<file path="src/rtl/shot_sequencer.sv">
`default_nettype none
// ============================================================================
// Module      : shot_sequencer
// Description : Basketball shot simulator game controller: physics tick,
//               button debounce, engine handshake, basket detection, scoring.
//               Optional feature macro: AUTO_RELEASE_EN (forced release after
//               CHARGE_MAX ticks of charging).
// Revision    : 1.0 - initial release
// ============================================================================
module shot_sequencer #(
    parameter int TICK_DIV   = 1666667,
    parameter int DEB_TICKS  = 3,
    parameter int SHOT_TICKS = 600,
    parameter int HOLD_TICKS = 60,
    parameter int MAX_SHOTS  = 10,
    parameter int HOOP_X_L   = 610,
    parameter int HOOP_X_R   = 630,
    parameter int HOOP_Y     = 256
`ifdef AUTO_RELEASE_EN
    ,
    parameter int CHARGE_MAX = 120
`endif
) (
    input  logic       clk,
    input  logic       rst,
    input  logic       btn_raw,
    input  logic [9:0] ball_x,
    input  logic [9:0] ball_y,
    input  logic       engine_done,
    output logic       tick,
    output logic       engine_btn,
    output logic       engine_rst,
    output logic       score_pulse,
    output logic [7:0] makes,
    output logic [7:0] attempts,
    output logic [2:0] phase
);

    localparam int c_TICK_W = (TICK_DIV > 1) ? $clog2(TICK_DIV) : 1;
    localparam int c_DEB_W  = $clog2(DEB_TICKS + 1);
    localparam int c_SHOT_W = $clog2(SHOT_TICKS + 1);
    localparam int c_HOLD_W = $clog2(HOLD_TICKS + 1);

    localparam logic [c_TICK_W-1:0] c_TICK_LAST = c_TICK_W'(TICK_DIV - 1);
    localparam logic [c_DEB_W-1:0]  c_DEB_LAST  = c_DEB_W'(DEB_TICKS - 1);
    localparam logic [c_SHOT_W-1:0] c_SHOT_LAST = c_SHOT_W'(SHOT_TICKS - 1);
    localparam logic [c_HOLD_W-1:0] c_HOLD_LAST = c_HOLD_W'(HOLD_TICKS - 1);
    localparam logic [9:0]          c_X_MIN     = 10'(HOOP_X_L + 4);
    localparam logic [9:0]          c_X_MAX     = 10'(HOOP_X_R - 4);
    localparam logic [9:0]          c_HOOP_Y    = 10'(HOOP_Y);
    localparam logic [7:0]          c_MAX_SHOTS = 8'(MAX_SHOTS);

    typedef enum logic [2:0] {
        S_IDLE      = 3'd0,
        S_ARMED     = 3'd1,
        S_FLIGHT    = 3'd2,
        S_SCORED    = 3'd3,
        S_MISS      = 3'd4,
        S_GAME_OVER = 3'd5
    } state_t;

    state_t                r_state;
    state_t                w_state_nxt;
    logic [c_TICK_W-1:0]   r_tick_cnt;
    logic                  r_tick;
    logic [1:0]            r_sync;
    logic                  r_btn_clean;
    logic [c_DEB_W-1:0]    r_deb_cnt;
    logic [c_SHOT_W-1:0]   r_flight_cnt;
    logic [c_HOLD_W-1:0]   r_hold_cnt;
    logic [9:0]            r_prev_y;
    logic [7:0]            r_makes;
    logic [7:0]            r_attempts;
    logic                  r_score_pulse;
    logic                  r_engine_rst;

    logic                  w_deb_flip;
    logic                  w_press;
    logic                  w_release;
    logic                  w_cross;
    logic                  w_launch;
    logic                  w_score;
    logic                  w_game_clear;
    logic                  w_in_hold;

    // ------------------------------------------------------------------
    // Physics tick: free-running, period exactly TICK_DIV clocks
    // ------------------------------------------------------------------
    always_ff @(posedge clk) begin
        if (rst) begin
            r_tick_cnt <= '0;
            r_tick     <= 1'b0;
        end else begin
            r_tick <= (r_tick_cnt == c_TICK_LAST);
            if (r_tick_cnt == c_TICK_LAST) begin
                r_tick_cnt <= '0;
            end else begin
                r_tick_cnt <= r_tick_cnt + 1'b1;
            end
        end
    end

    // ------------------------------------------------------------------
    // Button synchronizer and tick-sampled debouncer
    // ------------------------------------------------------------------
    assign w_deb_flip = r_tick && (r_sync[1] != r_btn_clean) && (r_deb_cnt == c_DEB_LAST);
    assign w_press    = w_deb_flip && !r_btn_clean;
    assign w_release  = w_deb_flip &&  r_btn_clean;

    always_ff @(posedge clk) begin
        if (rst) begin
            r_sync      <= 2'b00;
            r_btn_clean <= 1'b0;
            r_deb_cnt   <= '0;
        end else begin
            r_sync <= {r_sync[0], btn_raw};
            if (r_tick) begin
                if (r_sync[1] == r_btn_clean) begin
                    r_deb_cnt <= '0;
                end else if (r_deb_cnt == c_DEB_LAST) begin
                    r_btn_clean <= ~r_btn_clean;
                    r_deb_cnt   <= '0;
                end else begin
                    r_deb_cnt <= r_deb_cnt + 1'b1;
                end
            end
        end
    end

`ifdef AUTO_RELEASE_EN
    localparam int                 c_CHG_W    = $clog2(CHARGE_MAX + 1);
    localparam logic [c_CHG_W-1:0] c_CHG_LAST = c_CHG_W'(CHARGE_MAX - 1);

    logic [c_CHG_W-1:0] r_charge_cnt;
    logic               w_force_release;

    // Still held here means no release on this tick; release wins if both occur
    assign w_force_release = r_tick && (r_state == S_ARMED) && !w_release
                             && r_btn_clean && (r_charge_cnt == c_CHG_LAST);

    always_ff @(posedge clk) begin
        if (rst) begin
            r_charge_cnt <= '0;
        end else if (r_state != S_ARMED) begin
            r_charge_cnt <= '0;
        end else if (r_tick) begin
            r_charge_cnt <= r_charge_cnt + 1'b1;
        end
    end
`else
    logic w_force_release;
    assign w_force_release = 1'b0;
`endif

    // Crossing the rim plane downward inside the rim, with a 4-pixel margin
    assign w_cross = (r_prev_y < c_HOOP_Y) && (ball_y >= c_HOOP_Y)
                     && (ball_x >= c_X_MIN) && (ball_x <= c_X_MAX);

    assign w_in_hold = (r_state == S_SCORED) || (r_state == S_MISS);

    // ------------------------------------------------------------------
    // Game FSM: next-state and transition strobes
    // ------------------------------------------------------------------
    always_comb begin
        w_state_nxt  = r_state;
        w_launch     = 1'b0;
        w_score      = 1'b0;
        w_game_clear = 1'b0;
        if (r_tick) begin
            case (r_state)
                S_IDLE: begin
                    if (w_press) begin
                        w_state_nxt = S_ARMED;
                    end
                end
                S_ARMED: begin
                    if (w_release || w_force_release) begin
                        w_state_nxt = S_FLIGHT;
                        w_launch    = 1'b1;
                    end
                end
                S_FLIGHT: begin
                    if (w_cross) begin
                        w_state_nxt = S_SCORED;
                        w_score     = 1'b1;
                    end else if (engine_done || (r_flight_cnt == c_SHOT_LAST)) begin
                        w_state_nxt = S_MISS;
                    end
                end
                S_SCORED, S_MISS: begin
                    if (r_hold_cnt == c_HOLD_LAST) begin
                        w_state_nxt = (r_attempts == c_MAX_SHOTS) ? S_GAME_OVER : S_IDLE;
                    end
                end
                S_GAME_OVER: begin
                    if (w_press) begin
                        w_state_nxt  = S_IDLE;
                        w_game_clear = 1'b1;
                    end
                end
                default: begin
                    w_state_nxt = S_IDLE;
                end
            endcase
        end
    end

    always_ff @(posedge clk) begin
        if (rst) begin
            r_state       <= S_IDLE;
            r_engine_rst  <= 1'b1;
            r_score_pulse <= 1'b0;
        end else begin
            r_state       <= w_state_nxt;
            r_engine_rst  <= (w_state_nxt == S_SCORED) || (w_state_nxt == S_MISS)
                             || (w_state_nxt == S_GAME_OVER);
            r_score_pulse <= w_score;
        end
    end

    // ------------------------------------------------------------------
    // Flight tracking: timer and previous-y for crossing detection
    // ------------------------------------------------------------------
    always_ff @(posedge clk) begin
        if (rst) begin
            r_flight_cnt <= '0;
            r_prev_y     <= '0;
        end else if (w_launch) begin
            r_flight_cnt <= '0;
            r_prev_y     <= ball_y;
        end else if (r_tick && (r_state == S_FLIGHT)) begin
            r_flight_cnt <= r_flight_cnt + 1'b1;
            r_prev_y     <= ball_y;
        end
    end

    always_ff @(posedge clk) begin
        if (rst) begin
            r_hold_cnt <= '0;
        end else if (!w_in_hold) begin
            r_hold_cnt <= '0;
        end else if (r_tick) begin
            r_hold_cnt <= r_hold_cnt + 1'b1;
        end
    end

    // ------------------------------------------------------------------
    // Score counters, saturating at 255
    // ------------------------------------------------------------------
    always_ff @(posedge clk) begin
        if (rst) begin
            r_makes    <= '0;
            r_attempts <= '0;
        end else if (w_game_clear) begin
            r_makes    <= '0;
            r_attempts <= '0;
        end else begin
            if (w_launch && (r_attempts != 8'hFF)) begin
                r_attempts <= r_attempts + 1'b1;
            end
            if (w_score && (r_makes != 8'hFF)) begin
                r_makes <= r_makes + 1'b1;
            end
        end
    end

    assign tick        = r_tick;
    assign engine_btn  = (r_state == S_ARMED) && r_btn_clean;
    assign engine_rst  = r_engine_rst;
    assign score_pulse = r_score_pulse;
    assign makes       = r_makes;
    assign attempts    = r_attempts;
    assign phase       = r_state;

endmodule
`default_nettype wire

</file>
<file path="config.mk">
export PLATFORM = sky130hd
export DESIGN_NAME = shot_sequencer
export DESIGN_NICKNAME = d
export VERILOG_FILES = /design/src/rtl/shot_sequencer.sv
export SDC_FILE = /design/constraint.sdc
export NUM_CORES = 1
export LEC_CHECK = 0
export ABC_AREA = 0
export CAP_MARGIN = 25
export CORE_ASPECT_RATIO = 0.5
export CORE_MARGIN = 2
export CORE_UTILIZATION = 49
export CTS_CLUSTER_DIAMETER = 80
export DETAILED_ROUTE_END_ITERATION = 8
export HOLD_SLACK_MARGIN = 0.08
export PLACE_DENSITY = 0.76
export SYNTH_ARGS = -nofsm -noshare
export SYNTH_HDL_FRONTEND = slang
export SYNTH_SLANG_ARGS = --single-unit
export TNS_END_PERCENT = 100
</file>
<file path="constraint.sdc">
create_clock -name clk -period 1.8 [get_ports clk]
set_input_delay 0.36 -clock clk [delete_from_list [all_inputs] [get_ports clk]]
set_output_delay 0.36 -clock clk [all_outputs]
set_load 0.05 [all_outputs]
</file>
* Yosys cells after proc, flatten, opt, wreduce, memory -nomap -nowiden
Cells that the tools add are included.
Word-level totals: word-level logic and storage cells 89, bits in registers 74
Operators by class: order comparisons 4, bitwise operators 3, equality and inequality tests 17, reduce and logical (&&, ||, !) cells 24, add/subtract/negate cells 6, mux-type cells 22
Operator list (count):
- 3-bit two-way mux | 8
- 21-bit by 1-bit adder with 21-bit output, second input constant | 1
- 21-bit equality test, second input constant | 1
- 10-bit two-way mux | 2
- 8-bit by 1-bit adder with 8-bit output, second input constant | 2
- 8-bit != test, second input constant | 2
- 3-bit case mux with 5 select lines | 1
- 3-bit equality test, second input constant | 4
- 1-bit logical AND | 11
- 10-bit by 1-bit adder with 10-bit output, second input constant | 1
- 10-bit equality test, second input constant | 1
- 10-bit >= comparator, second input constant | 1
- 10-bit by 9-bit >= comparator with 1-bit output, second input constant | 1
- 10-bit less-or-equal comparator, second input constant | 1
- 10-bit by 9-bit less-than comparator with 1-bit output, second input constant | 1
- 2-bit OR reduction | 5
- 3-bit by 2-bit equality test with 1-bit output, second input constant | 3
- 1-bit two-way mux | 9
- 8-bit by 4-bit equality test with 1-bit output, second input constant | 1
- 6-bit by 1-bit adder with 6-bit output, second input constant | 1
- 6-bit equality test, second input constant | 1
- 1-bit logical OR | 4
- 2-bit two-way mux | 2
- 3-bit by 1-bit equality test with 1-bit output, second input constant | 1
- 9 further kinds | 11

* Longest topological paths before layout
depth after elaboration 10, depth in mapped cells 9, gate-level depth less buffers 8

* Worst setup path before layout
Ideal clock, no wire load.
path type reg2reg, start point register r_state[0] (netlist: phase[0]), end point register r_engine_rst (netlist: engine_rst), cell stages (with the launch flop) 8, arrival time 2.388 ns, library setup time 0.127 ns, path slack -0.715 ns, clock period less this slack 2.515 ns, required time 1.673 ns, cells stage by stage dfxtp_1 -> buf_4 -> and4bb_1 -> nand4_1 -> a21oi_1 -> a221oi_1 -> and2b_2 -> or3_1
Between the ends: longest elaborated chain between the ends 7
Ends and longest elaborated chain:
- start: declaration | RTL line 62 | state_t r_state;
- start signal: assignment | RTL line 214 | r_state <= w_state_nxt;
- 3-bit by 2-bit equality test with 1-bit output, or another cell as far along | RTL line 170 | case (r_state)
- 2-bit OR reduction / 3-bit two-way mux (equally long branches) | RTL line 170, 183
- 3-bit case mux with 5 select lines | RTL line 170
- 3-bit two-way mux (*) | RTL line 169 | if (r_tick) begin
- 3-bit by 2-bit equality test with 1-bit output / 3-bit equality test (equally long branches) | RTL line 215 | r_engine_rst <= (w_state_nxt == S_SCORED) || (w_state_nxt == S_MISS)
- 1-bit logical OR | RTL line 215
- 1-bit logical OR (*) | RTL line 216 | || (w_state_nxt == S_GAME_OVER);
- end signal: assignment | RTL line 215
- end: declaration | RTL line 75 | logic r_engine_rst;
Every way passes the cells marked *; elsewhere a longest branch is shown, timed or not. A chain may end at the register's enable or synchronous reset.

* Worst setup path after layout
start point register r_hold_cnt[1], end point register r_engine_rst (netlist: engine_rst)
Between the ends: longest elaborated chain between the ends 7
Ends and longest elaborated chain:
- start: declaration | RTL line 70 | logic [c_HOLD_W-1:0] r_hold_cnt;
- start signal: assignment | RTL line 243 | r_hold_cnt <= r_hold_cnt + 1'b1;
- 6-bit equality test (*) | RTL line 191 | if (r_hold_cnt == c_HOLD_LAST) begin
- 3-bit two-way mux (*) | RTL line 191
- 3-bit case mux with 5 select lines (*) | RTL line 170
- 3-bit two-way mux (*) | RTL line 169
- 3-bit by 2-bit equality test with 1-bit output / 3-bit equality test (equally long branches) | RTL line 215
- 1-bit logical OR | RTL line 215
- 1-bit logical OR (*) | RTL line 216
Marked as above.

==> impl_metrics.prom <==
# TYPE chip_impl_metric gauge
chip_impl_info{name="yosys.area.top_type",value="sky130_fd_sc_hd__dfxtp_1"} 1
chip_impl_metric{name="die_height",unit="um"} 60.9
chip_impl_metric{name="cts.reportedPaths.clkPinSlew",unit="ps"} 50
chip_impl_metric{name="fraction_of_final_layout_cells_with_drive_strength_greater_than_1",unit="%"} 34.7
chip_impl_metric{name="floorplan.die_area",unit="um2"} 7170
chip_impl_metric{name="gr-usage-all-layers",unit="%"} 21.9
chip_impl_metric{name="synth_area_per_cell",unit="um2"} 8.76
chip_impl_info{name="ys_top_cells_by_area",value="sky130_fd_sc_hd__dfxtp_1 (42%), sky130_fd_sc_hd__nor2_1 (8.4%), sky130_fd_sc_hd__xor2_1 (7.7%), sky130_fd_sc_hd__xnor2_1 (5.0%), sky130_fd_sc_hd__nand2_1 (3.3%)"} 1
chip_impl_metric{name="numClockSinks",unit=""} 66
chip_impl_metric{name="critPathMaxFanout",unit=""} 2
chip_impl_metric{name="finalCriticalPeriod",unit="ps"} 1970
chip_impl_metric{name="fin_area",unit="um2"} 4620
chip_impl_metric{name="worst_pin_slew",unit="ps"} 429
chip_impl_metric{name="timing.final.setup_violations",unit=""} 4
chip_impl_metric{name="start_util",unit="%"} 51.5
chip_impl_metric{name="relSlewSlack",unit="%"} 71.3
chip_impl_metric{name="final_min_period_over_clock_period",unit="%"} 110
chip_impl_metric{name="worst_voltage_drop_across_the_vdd_grid",unit="uV"} 543
chip_impl_metric{name="final-hold-violation-count",unit=""} 0
chip_impl_metric{name="total_number_of_vias",unit=""} 2936
chip_impl_metric{name="route.final.wire_length",unit="um"} 7830
chip_impl_info{name="rsz0062_at_grt",value="yes"} 1
chip_impl_metric{name="switching_share",unit="%"} 20.5
chip_impl_metric{name="syn2layout_area_growth",unit="%"} 45.7
chip_impl_metric{name="placeable_core_area",unit="um2"} 6160
chip_impl_metric{name="power.static_leakage",unit="nW"} 1.87
chip_impl_metric{name="yosysSeqAreaShare",unit="%"} 41.7
chip_impl_metric{name="power_density",unit="nW/um2"} 722
chip_impl_info{name="timing.critical_path.from_type",value="flip-flop"} 1
chip_impl_metric{name="worstSkewPairLatency",unit="ps"} 330
chip_impl_metric{name="cts_htree_levels",unit=""} 3
chip_impl_metric{name="post_synth_instance_area",unit="um2"} 3170
chip_impl_metric{name="cts_buffers",unit=""} 9
chip_impl_metric{name="drc",unit=""} 0
chip_impl_info{name="crit_chain",value="ha_4, nand4b_1, o31a_1, o311a_1, buf_4, nor3b_1, or3_1"} 1
chip_impl_metric{name="die_w",unit="um"} 118
chip_impl_metric{name="maxSlewViolCount",unit=""} 0
chip_impl_metric{name="p_sw",unit="W"} 0.000685
chip_impl_metric{name="finClkSkew",unit="ps"} 3.20
chip_impl_metric{name="placement.cell_area",unit="um2"} 4050
chip_impl_info{name="worst_r2r_startpoint",value="r_hold_cnt[1]"} 1
chip_impl_metric{name="grt_pass1_wl",unit="um"} 12400
chip_impl_metric{name="pwr-share-seq",unit="%"} 44.3
chip_impl_metric{name="worst-endpoint-required",unit="ps"} 2010
chip_impl_info{name="cp-end-kind",value="flip-flop"} 1
chip_impl_metric{name="vias_per_cell",unit=""} 5.21
chip_impl_metric{name="max_cap_viol_count",unit=""} 0
chip_impl_metric{name="antenna_cells_inserted",unit=""} 0
chip_impl_info{name="critPathLaunch",value="r_hold_cnt[1]"} 1
chip_impl_metric{name="critical_path_arrival",unit="ps"} 2180
chip_impl_metric{name="pwr-share-clk",unit="%"} 52.2
chip_impl_info{name="cts_tree",value="built"} 1
chip_impl_metric{name="placementRows",unit=""} 20
chip_impl_metric{name="number_of_iterations_in_the_first_detailed_routing_pass",unit=""} 4
chip_impl_metric{name="netlist.area_leader.share",unit="%"} 41.7
chip_impl_metric{name="routabilityCongestion",unit=""} 0.869
chip_impl_metric{name="place.port_buffers",unit=""} 38
chip_impl_info{name="cts.root.buffer_cell",value="sky130_fd_sc_hd__clkbuf_16"} 1
chip_impl_info{name="ys_dominant_reg_cell",value="sky130_fd_sc_hd__dfxtp_1"} 1
chip_impl_metric{name="synth_edf_count",unit=""} 0
chip_impl_metric{name="combPwrFrac",unit="%"} 3.5
chip_impl_metric{name="ant_nets",unit=""} 0
chip_impl_metric{name="crit_path_max_incr_delay",unit="ps"} 350
chip_impl_metric{name="count_of_unique_library_cells_instantiated_by_yosys",unit=""} 56
chip_impl_metric{name="grt_overflow_total",unit=""} 0
chip_impl_metric{name="maxClockFrequency",unit="GHz"} 0.507
chip_impl_metric{name="number_of_nets_at_the_end_of_the_flow",unit=""} 502
chip_impl_info{name="min-delay-start",value="r_sync[0]"} 1
chip_impl_metric{name="detailed_place_hpwl",unit="um"} 5420
chip_impl_info{name="min-delay-path-class",value="reg2reg"} 1
chip_impl_metric{name="place_worst_setup_slack",unit="ps"} -583
chip_impl_metric{name="synth-async-reset-ratio",unit="%"} 0
chip_impl_metric{name="setup_ws",unit="ps"} -173
chip_impl_metric{name="clk_path_buf_depth",unit=""} 2
chip_impl_metric{name="pin_count_of_the_biggest_net_entering_global_routing",unit=""} 22
chip_impl_info{name="crit_path_top_delay_cell",value="sky130_fd_sc_hd__dfxtp_2"} 1
chip_impl_metric{name="post_synthesis_net_count",unit=""} 393
chip_impl_metric{name="first_iter_violations",unit=""} 161
chip_impl_metric{name="antenna_found_initial",unit=""} 0
chip_impl_metric{name="synthesis.yosys.warnings",unit=""} 0
chip_impl_info{name="timing_worst_setup_path_type",value="reg2reg"} 1
chip_impl_metric{name="route.detailed.wl_per_inst",unit="um"} 13.9
chip_impl_metric{name="cellInternalPower",unit="W"} 0.00265
chip_impl_metric{name="via_count_of_the_first_global_routing_pass",unit=""} 2798
chip_impl_metric{name="utilization",unit="%"} 75.1
chip_impl_metric{name="post_synth_inst_count",unit=""} 362
chip_impl_info{name="run_status",value="complete, but fails checks"} 1
chip_impl_metric{name="synth_seq_cells",unit=""} 66
chip_impl_metric{name="top_level_ports",unit=""} 47
chip_impl_info{name="failed_checks",value="negative setup slack"} 1
chip_impl_metric{name="final.fill_count",unit=""} 444
-- what timing repair did --
item | CTS | global route
pin swaps | 15 | 9
endpoints found under the setup margin | 39 | 38
resized for setup | 29 | 26
hold buffers | 0 | 0
cloned | 0 | 1
buffers inserted | 7 | 1
-- metal layers --
metal,vias to the layer above,wire length [um],part of all wire [%],track usage (%)
met5,-,0,0,0
met4,0,61,0.78,7.23
met3,6,251,3.2,5.83
met2,41,4060,52,42.6
met1,1410,3450,44,24.2
li1,1479,-,-,-
-- kinds of logic after synthesis --
| group | count (synthesis) | share of synthesized area, % |
|---|---|---|
| and+or+nand+nor | 184 | 31.0 |
| DFF | 66 | 41.7 |
| xor gates and xnor gates | 46 | 12.7 |
| AOI/OAI and AO/OA | 34 | 7.81 |
| buffers and inverters | 22 | 3.12 |
| adders and majority gates | 7 | 2.76 |
| muxes | 3 | 0.947 |
-- state kept, by name, indices dropped and copies added (netlist names) --
register and flops:
tick 1, r_sync 2, r_prev_y 2, r_flight_cnt 10, r_deb_cnt 2, r_btn_clean 1
attempts 8, r_tick_cnt 21, score_pulse 1, engine_rst 1, makes 8, r_hold_cnt 6
phase 3
-- cell type report --
class | instances | area (um2) | share of cell area, %
Multi-Input combinational cell | 275 | 1930 | 41.8
Tap cell | 88 | 110 | 2.38
Sequential cell | 66 | 1350 | 29.3
Clock buffer | 13 | 292 | 6.31
Inverter | 11 | 41.3 | 0.894
Clock inverter | 3 | 18.8 | 0.406
Timing Repair Buffer | 108 | 876 | 19.0
-- stage by stage --
stage / setup TNS [ps] / cells / hold slack (ps) / total power (W)
6_report: -203 / 564 / 444 / 0.00334
5_1_grt: -1150 / 564 / 469 / 0.00344
4_1_cts: -182 / 562 / 447 / 0.00336
3_5_place_dp: -5430 / 539 / 434 / 0.00161
3_3_place_gp: -4540 / 539 / 420 / 0.00161
2_1_floorplan: -1160 / 362 / 414 / 0.00155
-- cell usage in the layout (no fill, tap or decap), types with 4 or more instances in the layout --
master and n:
sky130_fd_sc_hd__o21ai_0 4, sky130_fd_sc_hd__dlygate4sd2_1 6, sky130_fd_sc_hd__ha_1 4, sky130_fd_sc_hd__xor2_1 28, sky130_fd_sc_hd__inv_1 9, sky130_fd_sc_hd__clkdlybuf4s50_1 9
sky130_fd_sc_hd__dfxtp_1 51, sky130_fd_sc_hd__nand3_1 17, sky130_fd_sc_hd__nand4_1 16, sky130_fd_sc_hd__dfxtp_4 5, sky130_fd_sc_hd__dfxtp_2 10, sky130_fd_sc_hd__buf_6 6
sky130_fd_sc_hd__and3_1 7, sky130_fd_sc_hd__nor2_1 70, sky130_fd_sc_hd__nand2_1 25, sky130_fd_sc_hd__a21oi_1 7, sky130_fd_sc_hd__buf_4 86, sky130_fd_sc_hd__xnor2_1 17
sky130_fd_sc_hd__clkbuf_16 10, sky130_fd_sc_hd__nor2b_1 4
-- synth_stat cells, types with 4 or more instances --
library cell,count
sky130_fd_sc_hd__a211oi_1,6
sky130_fd_sc_hd__a21oi_1,8
sky130_fd_sc_hd__and3_1,7
sky130_fd_sc_hd__and4_1,4
sky130_fd_sc_hd__buf_2,4
sky130_fd_sc_hd__clkbuf_1,5
sky130_fd_sc_hd__dfxtp_1,66
sky130_fd_sc_hd__ha_1,7
sky130_fd_sc_hd__inv_1,10
sky130_fd_sc_hd__nand2_1,28
sky130_fd_sc_hd__nand3_1,17
sky130_fd_sc_hd__nand4_1,16
sky130_fd_sc_hd__nor2_1,71
sky130_fd_sc_hd__nor2b_1,4
sky130_fd_sc_hd__nor3_1,6
sky130_fd_sc_hd__o21ai_0,4
sky130_fd_sc_hd__xnor2_1,18
sky130_fd_sc_hd__xor2_1,28
-- power by group through the flow --
stage               clock [W]  sequential [W]  combinational [W]
finish                0.00174         0.00148           0.000118
global route          0.00183         0.00148           0.000128
CTS                   0.00178         0.00147           0.000109
detailed placement          0         0.00151           0.000107
global placement            0         0.00150           0.000104
floorplan                   0         0.00151          0.0000406
-- path summary, 6_finish.rpt --
kind	end	slack, ps	depth (start not counted)
worst max-delay path	engine_rst	-170	7
worst min-delay path	r_sync[1]	440	1
worst max register to register	engine_rst	-170	7
worst min register to register	r_sync[1]	440	1
-- worst max-delay path: cells and delay by family, from the launching register on --
kind                       cells  cell delay (ps)
AOI/OAI and AO/OA              2              660
and+or+nand+nor                3              560
DFF                            1              350
adders and majority gates      1              140
buffers and inverters          1              140
Power figures use the tool's default switching activity.
